File: config.mk
export PLATFORM = sky130hd
export DESIGN_NAME = dmem_arbiter_flat
export DESIGN_NICKNAME = d
export VERILOG_FILES = /design/src/rtl/dmem_arb_pkg.sv /design/src/rtl/dmem_arbiter_if.sv /design/src/rtl/dmem_arb_burst_ctr.sv /design/src/rtl/dmem_arbiter.sv /design/src/flat_wrapper.sv
export SDC_FILE = /design/constraint.sdc
export NUM_CORES = 1
export LEC_CHECK = 0
export CAP_MARGIN = 20
export CELL_PAD_IN_SITES_DETAIL_PLACEMENT = 1
export CELL_PAD_IN_SITES_GLOBAL_PLACEMENT = 1
export CORE_ASPECT_RATIO = 1.5
export CORE_MARGIN = 5
export CORE_UTILIZATION = 28
export CTS_BUF_LIST = sky130_fd_sc_hd__clkbuf_4 sky130_fd_sc_hd__clkbuf_8 sky130_fd_sc_hd__clkbuf_16
export CTS_CLUSTER_DIAMETER = 120
export DETAILED_ROUTE_END_ITERATION = 6
export PLACE_DENSITY_LB_ADDON = 0.1
export SYNTH_ARGS = -nofsm -noshare
export SYNTH_HDL_FRONTEND = slang
export SYNTH_SLANG_ARGS = --single-unit
File: constraint.sdc
create_clock -name clock -period 3.6 [get_ports clock]
set_clock_uncertainty 0.05 [all_clocks]
set_input_delay 0.36 -clock clock [delete_from_list [all_inputs] [get_ports clock]]
set_output_delay 0.36 -clock clock [all_outputs]
set_load 0.005 [all_outputs]
File: src/rtl/dmem_arb_pkg.sv
// Shared types and default widths for the dmem arbiter.
package dmem_arb_pkg;

  localparam int ADDR_W       = 12;
  localparam int DATA_W       = 32;
  localparam int BURST_W      = 4;
  localparam int STARVE_LIMIT = 8;

  typedef enum logic {
    IDLE  = 1'b0,
    BURST = 1'b1
  } arb_state_e;

  localparam logic PHYS = 1'b0;
  localparam logic VGA  = 1'b1;

endpackage

File: src/rtl/dmem_arbiter_if.sv
// Bundle of requester, processor and dmem-side signals around the arbiter.
// slave = arbiter view, master = requesters/dmem view.
interface dmem_arbiter_if #(
  parameter int ADDR_W  = 12,
  parameter int DATA_W  = 32,
  parameter int BURST_W = 4
);

  logic              proc_en;
  logic [ADDR_W-1:0] proc_addr;
  logic [DATA_W-1:0] proc_wdata;
  logic              proc_wren;
  logic [DATA_W-1:0] proc_rdata;
  logic              proc_stall;

  logic               phys_req;
  logic [ADDR_W-1:0]  phys_addr;
  logic [BURST_W-1:0] phys_len;
  logic               phys_wren;
  logic [DATA_W-1:0]  phys_wdata;
  logic               phys_gnt;
  logic               phys_rvalid;
  logic [DATA_W-1:0]  phys_rdata;
  logic               phys_done;

  logic              vga_req;
  logic [ADDR_W-1:0] vga_addr;
  logic              vga_gnt;
  logic              vga_rvalid;
  logic [DATA_W-1:0] vga_rdata;

  logic [ADDR_W-1:0] address_dmem;
  logic [DATA_W-1:0] data;
  logic              wren;
  logic [DATA_W-1:0] q_dmem;

  modport slave (
    input  proc_en, proc_addr, proc_wdata, proc_wren,
    output proc_rdata, proc_stall,
    input  phys_req, phys_addr, phys_len, phys_wren, phys_wdata,
    output phys_gnt, phys_rvalid, phys_rdata, phys_done,
    input  vga_req, vga_addr,
    output vga_gnt, vga_rvalid, vga_rdata,
    output address_dmem, data, wren,
    input  q_dmem
  );

  modport master (
    output proc_en, proc_addr, proc_wdata, proc_wren,
    input  proc_rdata, proc_stall,
    output phys_req, phys_addr, phys_len, phys_wren, phys_wdata,
    input  phys_gnt, phys_rvalid, phys_rdata, phys_done,
    output vga_req, vga_addr,
    input  vga_gnt, vga_rvalid, vga_rdata,
    input  address_dmem, data, wren,
    output q_dmem
  );

endinterface

File: src/rtl/dmem_arb_burst_ctr.sv
// Physics burst tracker: latches direction, walks the beat address (wrapping)
// and down-counts the beats still to issue after the current one.
module dmem_arb_burst_ctr #(
  parameter int ADDR_W  = 12,
  parameter int BURST_W = 4
) (
  input  logic               clock,
  input  logic               reset,
  input  logic               load_i,
  input  logic               adv_i,
  input  logic [ADDR_W-1:0]  base_i,
  input  logic [BURST_W-1:0] len_i,
  input  logic               dir_i,
  output logic [ADDR_W-1:0]  addr_o,
  output logic               dir_o,
  output logic               last_o
);

  logic [ADDR_W-1:0]  addr_q, addr_d;
  logic [BURST_W-1:0] rem_q, rem_d;
  logic               dir_q, dir_d;

  // Beat 0 issues straight from the request, so the latch starts at beat 1.
  always_comb begin
    addr_d = addr_q;
    rem_d  = rem_q;
    dir_d  = dir_q;
    if (load_i) begin
      addr_d = base_i + ADDR_W'(1);
      rem_d  = len_i - BURST_W'(1);
      dir_d  = dir_i;
    end else if (adv_i) begin
      addr_d = addr_q + ADDR_W'(1);
      rem_d  = rem_q - BURST_W'(1);
    end
  end

  always_ff @(posedge clock or negedge reset) begin
    if (!reset) begin
      addr_q <= '0;
      rem_q  <= '0;
      dir_q  <= 1'b0;
    end else begin
      addr_q <= addr_d;
      rem_q  <= rem_d;
      dir_q  <= dir_d;
    end
  end

  assign addr_o = addr_q;
  assign dir_o  = dir_q;
  assign last_o = (rem_q == '0);

endmodule

File: src/rtl/dmem_arbiter.sv
// Single-port dmem arbiter: processor pass-through first, then physics bursts
// and VGA reads round-robin. Starvation guard under DMEM_ARB_STARVE_GUARD_EN.
module dmem_arbiter #(
  parameter int ADDR_W       = dmem_arb_pkg::ADDR_W,
  parameter int DATA_W       = dmem_arb_pkg::DATA_W,
`ifdef DMEM_ARB_STARVE_GUARD_EN
  parameter int STARVE_LIMIT = dmem_arb_pkg::STARVE_LIMIT,
`endif
  parameter int BURST_W      = dmem_arb_pkg::BURST_W
) (
  input logic           clock,
  input logic           reset,
  dmem_arbiter_if.slave bus
);

  import dmem_arb_pkg::*;

  // state | meaning
  // IDLE  | no burst open; free cycles go to PHYS/VGA by rr_q
  // BURST | physics burst open; free cycles issue its next beat

  arb_state_e        state_q, state_d;
  logic              rr_q, rr_d;
  logic              done_q, done_d;
  logic              phys_rv_q, phys_rv_d;
  logic [DATA_W-1:0] phys_rdata_q, phys_rdata_d;
  logic              vga_rv_q, vga_rv_d;
  logic [DATA_W-1:0] vga_rdata_q, vga_rdata_d;

  logic              stall, proc_own, free, sec_wait;
  logic              gnt_phys, gnt_vga, ctr_load, ctr_adv;
  logic [ADDR_W-1:0] ctr_addr;
  logic              ctr_dir, ctr_last;
  logic [ADDR_W-1:0] addr_mux;
  logic [DATA_W-1:0] data_mux;
  logic              wren_mux;

  assign sec_wait = (state_q == BURST) || bus.phys_req || bus.vga_req;

`ifdef DMEM_ARB_STARVE_GUARD_EN
  localparam int SW = $clog2(STARVE_LIMIT + 1);
  logic [SW-1:0] starve_q, starve_d;

  assign stall = reset && sec_wait && (starve_q == SW'(STARVE_LIMIT));

  always_comb begin
    starve_d = starve_q;
    if (gnt_phys || gnt_vga)
      starve_d = '0;
    else if (proc_own && sec_wait && (starve_q != SW'(STARVE_LIMIT)))
      starve_d = starve_q + SW'(1);
  end

  always_ff @(posedge clock or negedge reset) begin
    if (!reset) starve_q <= '0;
    else        starve_q <= starve_d;
  end
`else
  assign stall = 1'b0;
`endif

  always_comb begin
    proc_own = reset && bus.proc_en && !stall;
    free     = reset && !proc_own;
    gnt_phys = 1'b0;
    gnt_vga  = 1'b0;
    ctr_load = 1'b0;
    ctr_adv  = 1'b0;
    state_d  = state_q;
    rr_d     = rr_q;
    done_d   = 1'b0;
    case (state_q)
      IDLE: if (free) begin
        if (bus.phys_req && (!bus.vga_req || rr_q == PHYS)) gnt_phys = 1'b1;
        else if (bus.vga_req)                                gnt_vga  = 1'b1;
        if (bus.phys_req && bus.vga_req) rr_d = gnt_phys ? VGA : PHYS;
        if (gnt_phys) begin
          ctr_load = 1'b1;
          if (bus.phys_len == '0) done_d  = 1'b1;
          else                    state_d = BURST;
        end
      end
      BURST: if (free) begin
        gnt_phys = 1'b1;
        ctr_adv  = 1'b1;
        if (ctr_last) begin
          done_d  = 1'b1;
          state_d = IDLE;
        end
      end
      default: state_d = IDLE;
    endcase
  end

  // Write data is only driven on write cycles; reads present zero.
  always_comb begin
    addr_mux = '0;
    data_mux = '0;
    wren_mux = 1'b0;
    if (proc_own) begin
      addr_mux = bus.proc_addr;
      wren_mux = bus.proc_wren;
      data_mux = bus.proc_wren ? bus.proc_wdata : '0;
    end else if (gnt_phys && state_q == IDLE) begin
      addr_mux = bus.phys_addr;
      wren_mux = bus.phys_wren;
      data_mux = bus.phys_wren ? bus.phys_wdata : '0;
    end else if (gnt_phys) begin
      addr_mux = ctr_addr;
      wren_mux = ctr_dir;
      data_mux = ctr_dir ? bus.phys_wdata : '0;
    end else if (gnt_vga) begin
      addr_mux = bus.vga_addr;
    end
  end

  always_comb begin
    phys_rv_d    = gnt_phys && !wren_mux;
    phys_rdata_d = phys_rv_d ? bus.q_dmem : phys_rdata_q;
    vga_rv_d     = gnt_vga;
    vga_rdata_d  = gnt_vga ? bus.q_dmem : vga_rdata_q;
  end

  always_ff @(posedge clock or negedge reset) begin
    if (!reset) begin
      state_q      <= IDLE;
      rr_q         <= PHYS;
      done_q       <= 1'b0;
      phys_rv_q    <= 1'b0;
      phys_rdata_q <= '0;
      vga_rv_q     <= 1'b0;
      vga_rdata_q  <= '0;
    end else begin
      state_q      <= state_d;
      rr_q         <= rr_d;
      done_q       <= done_d;
      phys_rv_q    <= phys_rv_d;
      phys_rdata_q <= phys_rdata_d;
      vga_rv_q     <= vga_rv_d;
      vga_rdata_q  <= vga_rdata_d;
    end
  end

  dmem_arb_burst_ctr #(
    .ADDR_W  (ADDR_W),
    .BURST_W (BURST_W)
  ) u_burst_ctr (
    .clock  (clock),
    .reset  (reset),
    .load_i (ctr_load),
    .adv_i  (ctr_adv),
    .base_i (bus.phys_addr),
    .len_i  (bus.phys_len),
    .dir_i  (bus.phys_wren),
    .addr_o (ctr_addr),
    .dir_o  (ctr_dir),
    .last_o (ctr_last)
  );

  assign bus.proc_rdata   = bus.q_dmem;
  assign bus.proc_stall   = stall;
  assign bus.phys_gnt     = gnt_phys;
  assign bus.phys_rvalid  = phys_rv_q;
  assign bus.phys_rdata   = phys_rdata_q;
  assign bus.phys_done    = done_q;
  assign bus.vga_gnt      = gnt_vga;
  assign bus.vga_rvalid   = vga_rv_q;
  assign bus.vga_rdata    = vga_rdata_q;
  assign bus.address_dmem = addr_mux;
  assign bus.data         = data_mux;
  assign bus.wren         = wren_mux;

endmodule

File: src/flat_wrapper.sv
// flat-port wrapper written by rule: the top's interface ports become plain ports
module dmem_arbiter_flat import dmem_arb_pkg::*;
#(
  parameter int ADDR_W       = dmem_arb_pkg::ADDR_W,
  parameter int DATA_W       = dmem_arb_pkg::DATA_W,

  parameter int BURST_W      = dmem_arb_pkg::BURST_W
)
  (clock, reset, bus_proc_en, bus_proc_addr, bus_proc_wdata, bus_proc_wren, bus_proc_rdata, bus_proc_stall, bus_phys_req, bus_phys_addr, bus_phys_len, bus_phys_wren, bus_phys_wdata, bus_phys_gnt, bus_phys_rvalid, bus_phys_rdata, bus_phys_done, bus_vga_req, bus_vga_addr, bus_vga_gnt, bus_vga_rvalid, bus_vga_rdata, bus_address_dmem, bus_data, bus_wren, bus_q_dmem);
  dmem_arbiter_if #(.ADDR_W(ADDR_W), .DATA_W(DATA_W), .BURST_W(BURST_W)) bus_i ();
  input logic clock;
  input logic reset;
  input wire logic [$bits(bus_i.proc_en)-1:0] bus_proc_en;
  input wire logic [$bits(bus_i.proc_addr)-1:0] bus_proc_addr;
  input wire logic [$bits(bus_i.proc_wdata)-1:0] bus_proc_wdata;
  input wire logic [$bits(bus_i.proc_wren)-1:0] bus_proc_wren;
  output wire logic [$bits(bus_i.proc_rdata)-1:0] bus_proc_rdata;
  output wire logic [$bits(bus_i.proc_stall)-1:0] bus_proc_stall;
  input wire logic [$bits(bus_i.phys_req)-1:0] bus_phys_req;
  input wire logic [$bits(bus_i.phys_addr)-1:0] bus_phys_addr;
  input wire logic [$bits(bus_i.phys_len)-1:0] bus_phys_len;
  input wire logic [$bits(bus_i.phys_wren)-1:0] bus_phys_wren;
  input wire logic [$bits(bus_i.phys_wdata)-1:0] bus_phys_wdata;
  output wire logic [$bits(bus_i.phys_gnt)-1:0] bus_phys_gnt;
  output wire logic [$bits(bus_i.phys_rvalid)-1:0] bus_phys_rvalid;
  output wire logic [$bits(bus_i.phys_rdata)-1:0] bus_phys_rdata;
  output wire logic [$bits(bus_i.phys_done)-1:0] bus_phys_done;
  input wire logic [$bits(bus_i.vga_req)-1:0] bus_vga_req;
  input wire logic [$bits(bus_i.vga_addr)-1:0] bus_vga_addr;
  output wire logic [$bits(bus_i.vga_gnt)-1:0] bus_vga_gnt;
  output wire logic [$bits(bus_i.vga_rvalid)-1:0] bus_vga_rvalid;
  output wire logic [$bits(bus_i.vga_rdata)-1:0] bus_vga_rdata;
  output wire logic [$bits(bus_i.address_dmem)-1:0] bus_address_dmem;
  output wire logic [$bits(bus_i.data)-1:0] bus_data;
  output wire logic [$bits(bus_i.wren)-1:0] bus_wren;
  input wire logic [$bits(bus_i.q_dmem)-1:0] bus_q_dmem;
  assign bus_i.proc_en = bus_proc_en;
  assign bus_i.proc_addr = bus_proc_addr;
  assign bus_i.proc_wdata = bus_proc_wdata;
  assign bus_i.proc_wren = bus_proc_wren;
  assign bus_proc_rdata = bus_i.proc_rdata;
  assign bus_proc_stall = bus_i.proc_stall;
  assign bus_i.phys_req = bus_phys_req;
  assign bus_i.phys_addr = bus_phys_addr;
  assign bus_i.phys_len = bus_phys_len;
  assign bus_i.phys_wren = bus_phys_wren;
  assign bus_i.phys_wdata = bus_phys_wdata;
  assign bus_phys_gnt = bus_i.phys_gnt;
  assign bus_phys_rvalid = bus_i.phys_rvalid;
  assign bus_phys_rdata = bus_i.phys_rdata;
  assign bus_phys_done = bus_i.phys_done;
  assign bus_i.vga_req = bus_vga_req;
  assign bus_i.vga_addr = bus_vga_addr;
  assign bus_vga_gnt = bus_i.vga_gnt;
  assign bus_vga_rvalid = bus_i.vga_rvalid;
  assign bus_vga_rdata = bus_i.vga_rdata;
  assign bus_address_dmem = bus_i.address_dmem;
  assign bus_data = bus_i.data;
  assign bus_wren = bus_i.wren;
  assign bus_i.q_dmem = bus_q_dmem;
  dmem_arbiter #(.ADDR_W(ADDR_W), .DATA_W(DATA_W), .BURST_W(BURST_W)) u_core (.clock(clock), .reset(reset), .bus(bus_i));
endmodule
==> impl_metrics.csv, run 1 <==
group,metric,value,unit
run_status,status,"completed",
logic_synthesis,synth_edf_count,0,
worst_setup_path,critPathMaxFanout,33,
final_layout,instances_no_fill,874,
sta,rsz0062_at_grt,"no",
routing,vias,4229,
power,ir_worst_vdd,0.000263,V
floorplan,die_height,170,um
routing,drc,0,
floorplan,num_rows,58,
sta,tns,0,ps
floorplan,dieArea,0.0198,mm2
global_routing,grt_pass1_wl,26200,um
clocking,htree_levels,3,
min_path,hp-class,"input port to async pin",
worst_setup_path,cp-start-kind,"input port",
floorplan,die_w,116,um
placed_design,place_congestion,0.863,
global_routing,grt_max_degree,46,
placed_design,dp.cells,857,
power,pwr-share-seq,35.5,%
logic_synthesis,synthAdderAreaFrac,0.526,%
placed_design,dp_hpwl,13900,um
logic_synthesis,netlist_top_cells_area,"dfrtp_1 (45%), mux2_4 (9.2%), mux2_2 (9.0%), a22o_1 (6.1%), buf_4 (5.2%)",
routing,wire_per_inst,19.7,um
power,pwr-share-comb,44.9,%
global_routing,grt_util_all_layers,17.1,%
sta,relSlewSlack,60.0,%
final_layout,multiInputGateArea,0.00221,mm2
logic_synthesis,ys.flop_type,"dfrtp_1",
logic_synthesis,synth_area_per_cell,11.8,um2
sta,slew_viol_final,0,
final_layout,num-nets-final,804,
floorplan,core-area,0.0168,mm2
worst_setup_path,critical_path.endpoint_type,"output pin",
logic_synthesis,yosys.area_share.simple,9.76,%
sta,setup_viol,0,
clocking,cts_tree,"yes",
logic_synthesis,syn-cell-area,0.00476,mm2
power,p_per_area,626,mW/mm2
routing,vias_per_cell,4.84,
sta,max_freq,307,MHz
worst_setup_path,arrival,2840,ps
routing,drtAntennaViolNets,0,
logic_synthesis,synth_top_area_share,45.2,%
logic_synthesis,synth_nets,549,
routing,firstDrtPassIters,4,
routing,drt_wl_total,17200,um
logic_synthesis,synthArstFlopShare,100,%
power,p_int,0.00351,W
global_routing,antenna_found_initial,0,
placed_design,io_buffers,288,
global_routing,grt_pass1_vias,4868,
logic_synthesis,ys_seq_area_share,45.2,%
logic_synthesis,synth-seq-cells,86,
sta,finalCritPeriodShare,90.3,%
clocking,cts.sinks,86,
final_layout,drive_above_1_share,15.5,%
logic_synthesis,synth_compound_area_share,11.8,%
logic_synthesis,synth_top_cell_by_area,"dfrtp_1",
power,p_leak,3.32,nW
clocking,post_cts_buffers,0,
worst_setup_path,crit_type,"input port to output pin",
placed_design,dpl_worst_slack,496,ps
logic_synthesis,syn-instance-count,404,
clocking,cts_root_buf,"clkbuf_16",
global_routing,grt-ovfl-total,0,
floorplan,io_pins,290,
sta,setup_slack,348,ps
final_layout,regArea,0.00215,mm2
clocking,cts.reportedPaths.clkPinSlew,70,ps
worst_setup_path,worstPathRequired,3190,ps
routing,drt_iter0_drc,112,
logic_synthesis,synthMuxAreaShare,19.8,%
power,switchingPower,0.00147,W
run,drv_cap,0,
final_layout,syn_to_final_growth,67.2,%
sta,worst_pin_slew,600,ps
sta,finalHoldViolCount,0,
clocking,worst_skew_pair.late_latency,340,ps
logic_synthesis,synthDistinctLibCells,46,
logic_synthesis,synth_top_family_by_area,"multiplexers",
power,sw_frac_of_total,29.5,%
power,p_clk_share,19.6,%
floorplan,start_util,28.4,%
clocking,numCtsBuffers,9,
sta,finalCriticalPeriod,3250,ps
final_layout,antenna_cells,0,
clocking,cts.path.max_buffers,2,
logic_synthesis,yosysWarningCount,0,
power,total_power,0.00498,W
final_layout,fillers,1821,
logic_synthesis,synth_xor_area_share,4.42,%
[cells in the mapped netlist, types with 8 or more instances]
| cell type | number |
|---|---|
| buf_4 | 33 |
| nor2_1 | 14 |
| dfrtp_1 | 86 |
| mux2i_1 | 8 |
| a22o_1 | 33 |
| o21ai_0 | 13 |
| mux2_4 | 29 |
| mux2_2 | 38 |
| nand2_1 | 27 |
| xor2_1 | 17 |
| a221oi_1 | 12 |
| nand4_1 | 9 |
| clkbuf_1 | 13 |
[metal layers]
layer / vias to the layer above / part of all wire, % / global-route usage [%]
met4: 0 / 2.6 / 6.21
met5: - / 0 / 0
met3: 20 / 10 / 6.03
met2: 216 / 51 / 30.6
met1: 2046 / 36 / 18.2
li1: 1947 / - / -
[critical path: stages]
cell and delay, ps:
dlygate4sd3_1 530, buf_4 240, nand2b_1 140, nor4b_4 390, buf_12 250, a2111oi_0 130, a221oi_1 220, clkdlybuf4s50_1 550
[area by class of cell]
| class | count | area share (%) |
|---|---|---|
| Timing Repair Buffer | 302 | 37.9 |
| Multi-Input combinational cell | 257 | 27.7 |
| Sequential cell | 86 | 27.1 |
| Tap cell | 210 | 3.30 |
| Clock buffer | 10 | 2.93 |
| Clock inverter | 6 | 0.944 |
| Inverter | 3 | 0.142 |
[through the flow]
step | hold slack, ps | instance area, um2 | util (%)
after detailed placement | 188 | 7640 | 45.6
after floorplan | 14.4 | 4760 | -
after global routing | 381 | 7950 | 47.4
after CTS | 374 | 7950 | 47.4
after global placement | 186 | 7640 | 45.6
final | 375 | 7950 | 47.4
[worst paths after layout]
| path | to | start | cells after the start | slack [ps] |
|---|---|---|---|---|
| hold / removal | u_core.bus.vga_rdata[9] | reset | 2 | 380 |
| setup reg to reg | u_core.u_burst_ctr.addr_o[8] | u_core.state_q | 10 | 1020 |
| min in group clock | u_core.bus.vga_rdata[15] | u_core.bus.vga_rdata[15] | 1 | 460 |
| max in group asynchronous | u_core.u_burst_ctr.addr_o[9] | reset | 4 | 1760 |
| hold reg to reg | u_core.bus.vga_rdata[15] | u_core.bus.vga_rdata[15] | 1 | 460 |
| setup / recovery | bus_address_dmem[1] | reset | 8 | 350 |
[kinds of logic (layout without fill, tap and decap cells)]
| family | count (synthesis) | in the layout |
|---|---|---|
| buffers and inverters | 61 | 321 |
| AND/OR/NAND/NOR | 83 | 83 |
| multiplexers | 75 | 75 |
| AO/OA/AOI/OAI | 72 | 72 |
| other | 1 | 1 |
| flip-flops | 86 | 86 |
| adder cells (fa/ha/maj) | 2 | 2 |
| XOR/XNOR | 24 | 24 |
[registers in the layout, summed over array words and instances (netlist names)]
name,cells
u_core.rr_q,1
u_core.bus.vga_rdata,32
u_core.bus.phys_rvalid,1
u_core.u_burst_ctr.dir_o,1
u_core.u_burst_ctr.rem_q,4
u_core.bus.vga_rvalid,1
u_core.bus.phys_done,1
u_core.bus.phys_rdata,32
u_core.state_q,1
u_core.u_burst_ctr.addr_o,12
[what timing repair did]
action | 4_1_cts | 5_1_grt
endpoints found under the hold margin | 7 | 0
resized for setup | 0 | 0
hold buffers | 1 | 0
[power by group through the flow]
stage	clock, W	sequential, W	combinational [W]
floorplan	0	0.00175	0.000916
global placement	0	0.00177	0.00223
detailed placement	0	0.00179	0.00228
CTS	0.00100	0.00177	0.00229
global route	0.00104	0.00184	0.00241
finish	0.000977	0.00177	0.00223
[cell usage in the layout (no fill, tap or decap), drive strengths merged, types with 4 or more instances in the layout]
cell / netlist / layout
a22o: 34 / 34
nand4: 9 / 9
mux2i: 8 / 8
inv: 3 / 7
mux2: 67 / 67
nand2: 27 / 27
and3: 5 / 5
xor2: 17 / 17
dfrtp: 86 / 86
buf: 45 / 14
nor2: 14 / 14
clkdlybuf4s50: 0 / 287
o21ai: 18 / 18
and4: 4 / 4
nand3: 7 / 7
a221oi: 12 / 12
clkbuf: 13 / 10
xnor2: 7 / 7
(Power assumes the default switching activity.)
==> run 2: changes to the inputs <==
--- a/config.mk
+++ b/config.mk
@@ -13,6 +13,7 @@
 export CORE_UTILIZATION = 28
 export CTS_BUF_LIST = sky130_fd_sc_hd__clkbuf_4 sky130_fd_sc_hd__clkbuf_8 sky130_fd_sc_hd__clkbuf_16
 export CTS_CLUSTER_DIAMETER = 120
+export CTS_CLUSTER_SIZE = 25
 export DETAILED_ROUTE_END_ITERATION = 6
 export PLACE_DENSITY_LB_ADDON = 0.1
 export SYNTH_ARGS = -nofsm -noshare
==> results of run 2 <==
No change in the layout: final DEF, timing and power equal those of run 1.
==> run 3: changes to the inputs <==
--- a/config.mk
+++ b/config.mk
@@ -5,12 +5,12 @@
 export SDC_FILE = /design/constraint.sdc
 export NUM_CORES = 1
 export LEC_CHECK = 0
+export ABC_AREA = 1
 export CAP_MARGIN = 20
 export CELL_PAD_IN_SITES_DETAIL_PLACEMENT = 1
 export CELL_PAD_IN_SITES_GLOBAL_PLACEMENT = 1
-export CORE_ASPECT_RATIO = 1.5
 export CORE_MARGIN = 5
-export CORE_UTILIZATION = 28
+export CORE_UTILIZATION = 26
 export CTS_BUF_LIST = sky130_fd_sc_hd__clkbuf_4 sky130_fd_sc_hd__clkbuf_8 sky130_fd_sc_hd__clkbuf_16
 export CTS_CLUSTER_DIAMETER = 120
 export CTS_CLUSTER_SIZE = 25
==> impl_metrics.csv, run 3 <==
group,metric,value,unit
run_status,status,"completed",
placed_design,dp_hpwl,14800,um
final_layout,fin_area,0.00787,mm2
sta,relSlewSlack,44.1,%
clocking,cts.reportedPaths.clkPinSlew,60,ps
worst_setup_path,arrival,2680,ps
logic_synthesis,synth_common_cells,"nand2_1 (148), dfrtp_1 (86), inv_1 (69), o21ai_0 (59), o21ai_1 (43)",
worst_setup_path,crit_type,"input port to output pin",
logic_synthesis,yosysWarningCount,0,
worst_setup_path,critical_path.endpoint_type,"output pin",
final_layout,final_common_cell,"clkdlybuf4s50_1",
logic_synthesis,ys_seq_area_share,45.8,%
sta,finalHoldViolCount,0,
floorplan,dieArea,0.0209,mm2
power,p_leak,3.59,nW
logic_synthesis,synth_nets,725,
global_routing,grt_util_all_layers,17.6,%
logic_synthesis,synth_top_area_share,45.8,%
logic_synthesis,synth_top_cell_by_area,"dfrtp_1",
power,sw_frac_of_total,34.3,%
final_layout,num-nets-final,974,
floorplan,die_w,144,um
logic_synthesis,syn-cell-area,0.00470,mm2
clocking,cts.sinks,86,
floorplan,start_util,26.2,%
routing,wire_per_inst,17.7,um
sta,worst_pin_slew,839,ps
clocking,numCtsBuffers,9,
clocking,cts_resized,0,
routing,drt_wl_total,18800,um
logic_synthesis,syn-instance-count,580,
routing,drc,0,
clocking,hold_buffers,0,
floorplan,num_rows,49,
placed_design,place_area,0.00757,mm2
placed_design,place_congestion,0.767,
logic_synthesis,synthDistinctLibCells,33,
sta,finalCriticalPeriod,3090,ps
final_layout,regArea,0.00215,mm2
power,switchingPower,0.00165,W
global_routing,grt-ovfl-total,0,
worst_setup_path,worstPathRequired,3190,ps
routing,drtAntennaViolNets,0,
sta,setup_viol,0,
power,pwr-share-comb,46.1,%
routing,vias,4787,
floorplan,io_pins,290,
logic_synthesis,synth_most_common_cell,"nand2_1",
power,pwr-share-seq,34.0,%
worst_setup_path,cp-start-kind,"input port",
logic_synthesis,synth_edf_count,0,
final_layout,antenna_cells,0,
clocking,htree_levels,3,
worst_setup_path,critPathMaxFanout,18,
routing,firstDrtPassIters,4,
placed_design,io_buffers,288,
floorplan,core-area,0.0179,mm2
floorplan,die_height,144,um
power,p_int,0.00315,W
global_routing,grt_max_degree,66,
power,p_per_area,610,mW/mm2
sta,finalCritPeriodShare,85.9,%
clocking,cts_tree,"yes",
routing,drt_iter0_drc,152,
logic_synthesis,synthArstFlopShare,100,%
run,drv_cap,0,
min_path,hp-class,"input port to async pin",
logic_synthesis,synth_area_per_cell,8.10,um2
clocking,worst_skew_pair.late_latency,340,ps
global_routing,antenna_found_initial,0,
final_layout,drive_above_1_share,7.31,%
logic_synthesis,synth-seq-cells,86,
final_layout,syn_to_final_growth,67.6,%
clocking,post_cts_buffers,0,
final_layout,fillers,2099,
final_layout,multiInputGateArea,0.00187,mm2
sta,tns,0,ps
clocking,cts_root_buf,"clkbuf_16",
clocking,cts.path.max_buffers,2,
routing,vias_per_cell,4.50,
logic_synthesis,ys.flop_type,"dfrtp_1",
logic_synthesis,netlist_top_cells_area,"dfrtp_1 (46%), nand2_1 (12%), o21ai_0 (6.3%), a22o_1 (6.0%), buf_4 (5.8%)",
global_routing,grt_pass1_wl,29000,um
sta,rsz0062_at_grt,"no",
power,p_clk_share,19.8,%
sta,slew_viol_final,0,
power,ir_worst_vdd,0.000311,V
global_routing,grt_pass1_vias,5270,
sta,max_freq,323,MHz
final_layout,final_cell_mix,"clkdlybuf4s50_1 (287), nand2_1 (147), dfrtp_1 (86)",
[run 3: changes by cell type after synthesis, sizes merged, moves of 9 or more]
cell	change
nand2	+136
o21ai	+85
inv	+72
mux2	-67
xor2	-16
a221oi	-12
nand4	-9
[run 3: final cells by class]
| cell class | count | share of cell area, % |
|---|---|---|
| flip-flops and latches | 86 | 27.3 |
| multi-input cells | 358 | 23.8 |
| inverters | 75 | 3.61 |
| repair buffers | 299 | 37.8 |
| well taps | 229 | 3.64 |
| clock buffers | 10 | 2.96 |
| clock inverters | 6 | 0.874 |
[run 3: kinds of logic (layout without fill, tap and decap cells)]
family | after synthesis | count (layout) | synth area share, %
and+or+nand+nor | 204 | 204 | 19.7
AOI/OAI and AO/OA | 149 | 149 | 19.1
buffers and inverters | 136 | 390 | 14.4
DFF | 86 | 86 | 45.8
adders and majority gates | 2 | 2 | 0.533
xor gates and xnor gates | 2 | 2 | 0.373
other | 1 | 1 | 0.0798
[run 3: path summary, 6_finish.rpt]
| kind | startpoint | endpoint | depth (start not counted) | slack, ps |
|---|---|---|---|---|
| max reg2reg | u_core.rr_q | u_core.u_burst_ctr.addr_o[10] | 16 | 1240 |
| max | bus_proc_en | bus_address_dmem[2] | 11 | 510 |
| min | reset | u_core.rr_q | 2 | 10 |
| min reg2reg | u_core.u_burst_ctr.addr_o[10] | u_core.u_burst_ctr.addr_o[10] | 2 | 440 |
| max in group asynchronous | reset | u_core.bus.vga_rdata[20] | 3 | 2330 |
| min in group clock | u_core.u_burst_ctr.addr_o[10] | u_core.u_burst_ctr.addr_o[10] | 2 | 440 |
[run 3: through the flow]
step	instances	hold slack, ps	utilization, %	total power [W]	setup slack [ps]
5_1_grt	1063	22.8	44.0	0.00519	339
2_1_floorplan	580	14.4	-	0.00256	1650
6_report	1063	10.5	44.0	0.00480	506
3_3_place_gp	1047	387	42.3	0.00382	609
3_5_place_dp	1047	388	42.3	0.00390	472
4_1_cts	1063	9.04	44.0	0.00491	458
[run 3: critical path, cell delays in order]
cell and delay (ps):
clkdlybuf4s50_1 430, inv_1 80, nand2_2 110, nor2_8 190
nand2_4 130, inv_4 130, nor2_4 40, inv_2 290
a22oi_1 120, o21ai_0 240, clkdlybuf4s50_1 560
[run 3: power groups by stage]
stage                     Combinational [W]  Clock [W]  Sequential [W]
final                               0.00221   0.000953         0.00164
after global routing                0.00246    0.00104         0.00169
after CTS                           0.00227   0.000997         0.00164
after detailed placement            0.00225          0         0.00165
after global placement              0.00220          0         0.00163
after floorplan                    0.000909          0         0.00165
[run 3: metal layers]
metal  track usage [%]  up-vias  part of all wire (%)
li1                  -     2346                     -
met5                 0        -                     0
met4              4.22        0                   1.1
met2              29.7      124                    51
met1              22.1     2302                    41
met3              5.49       15                   7.1
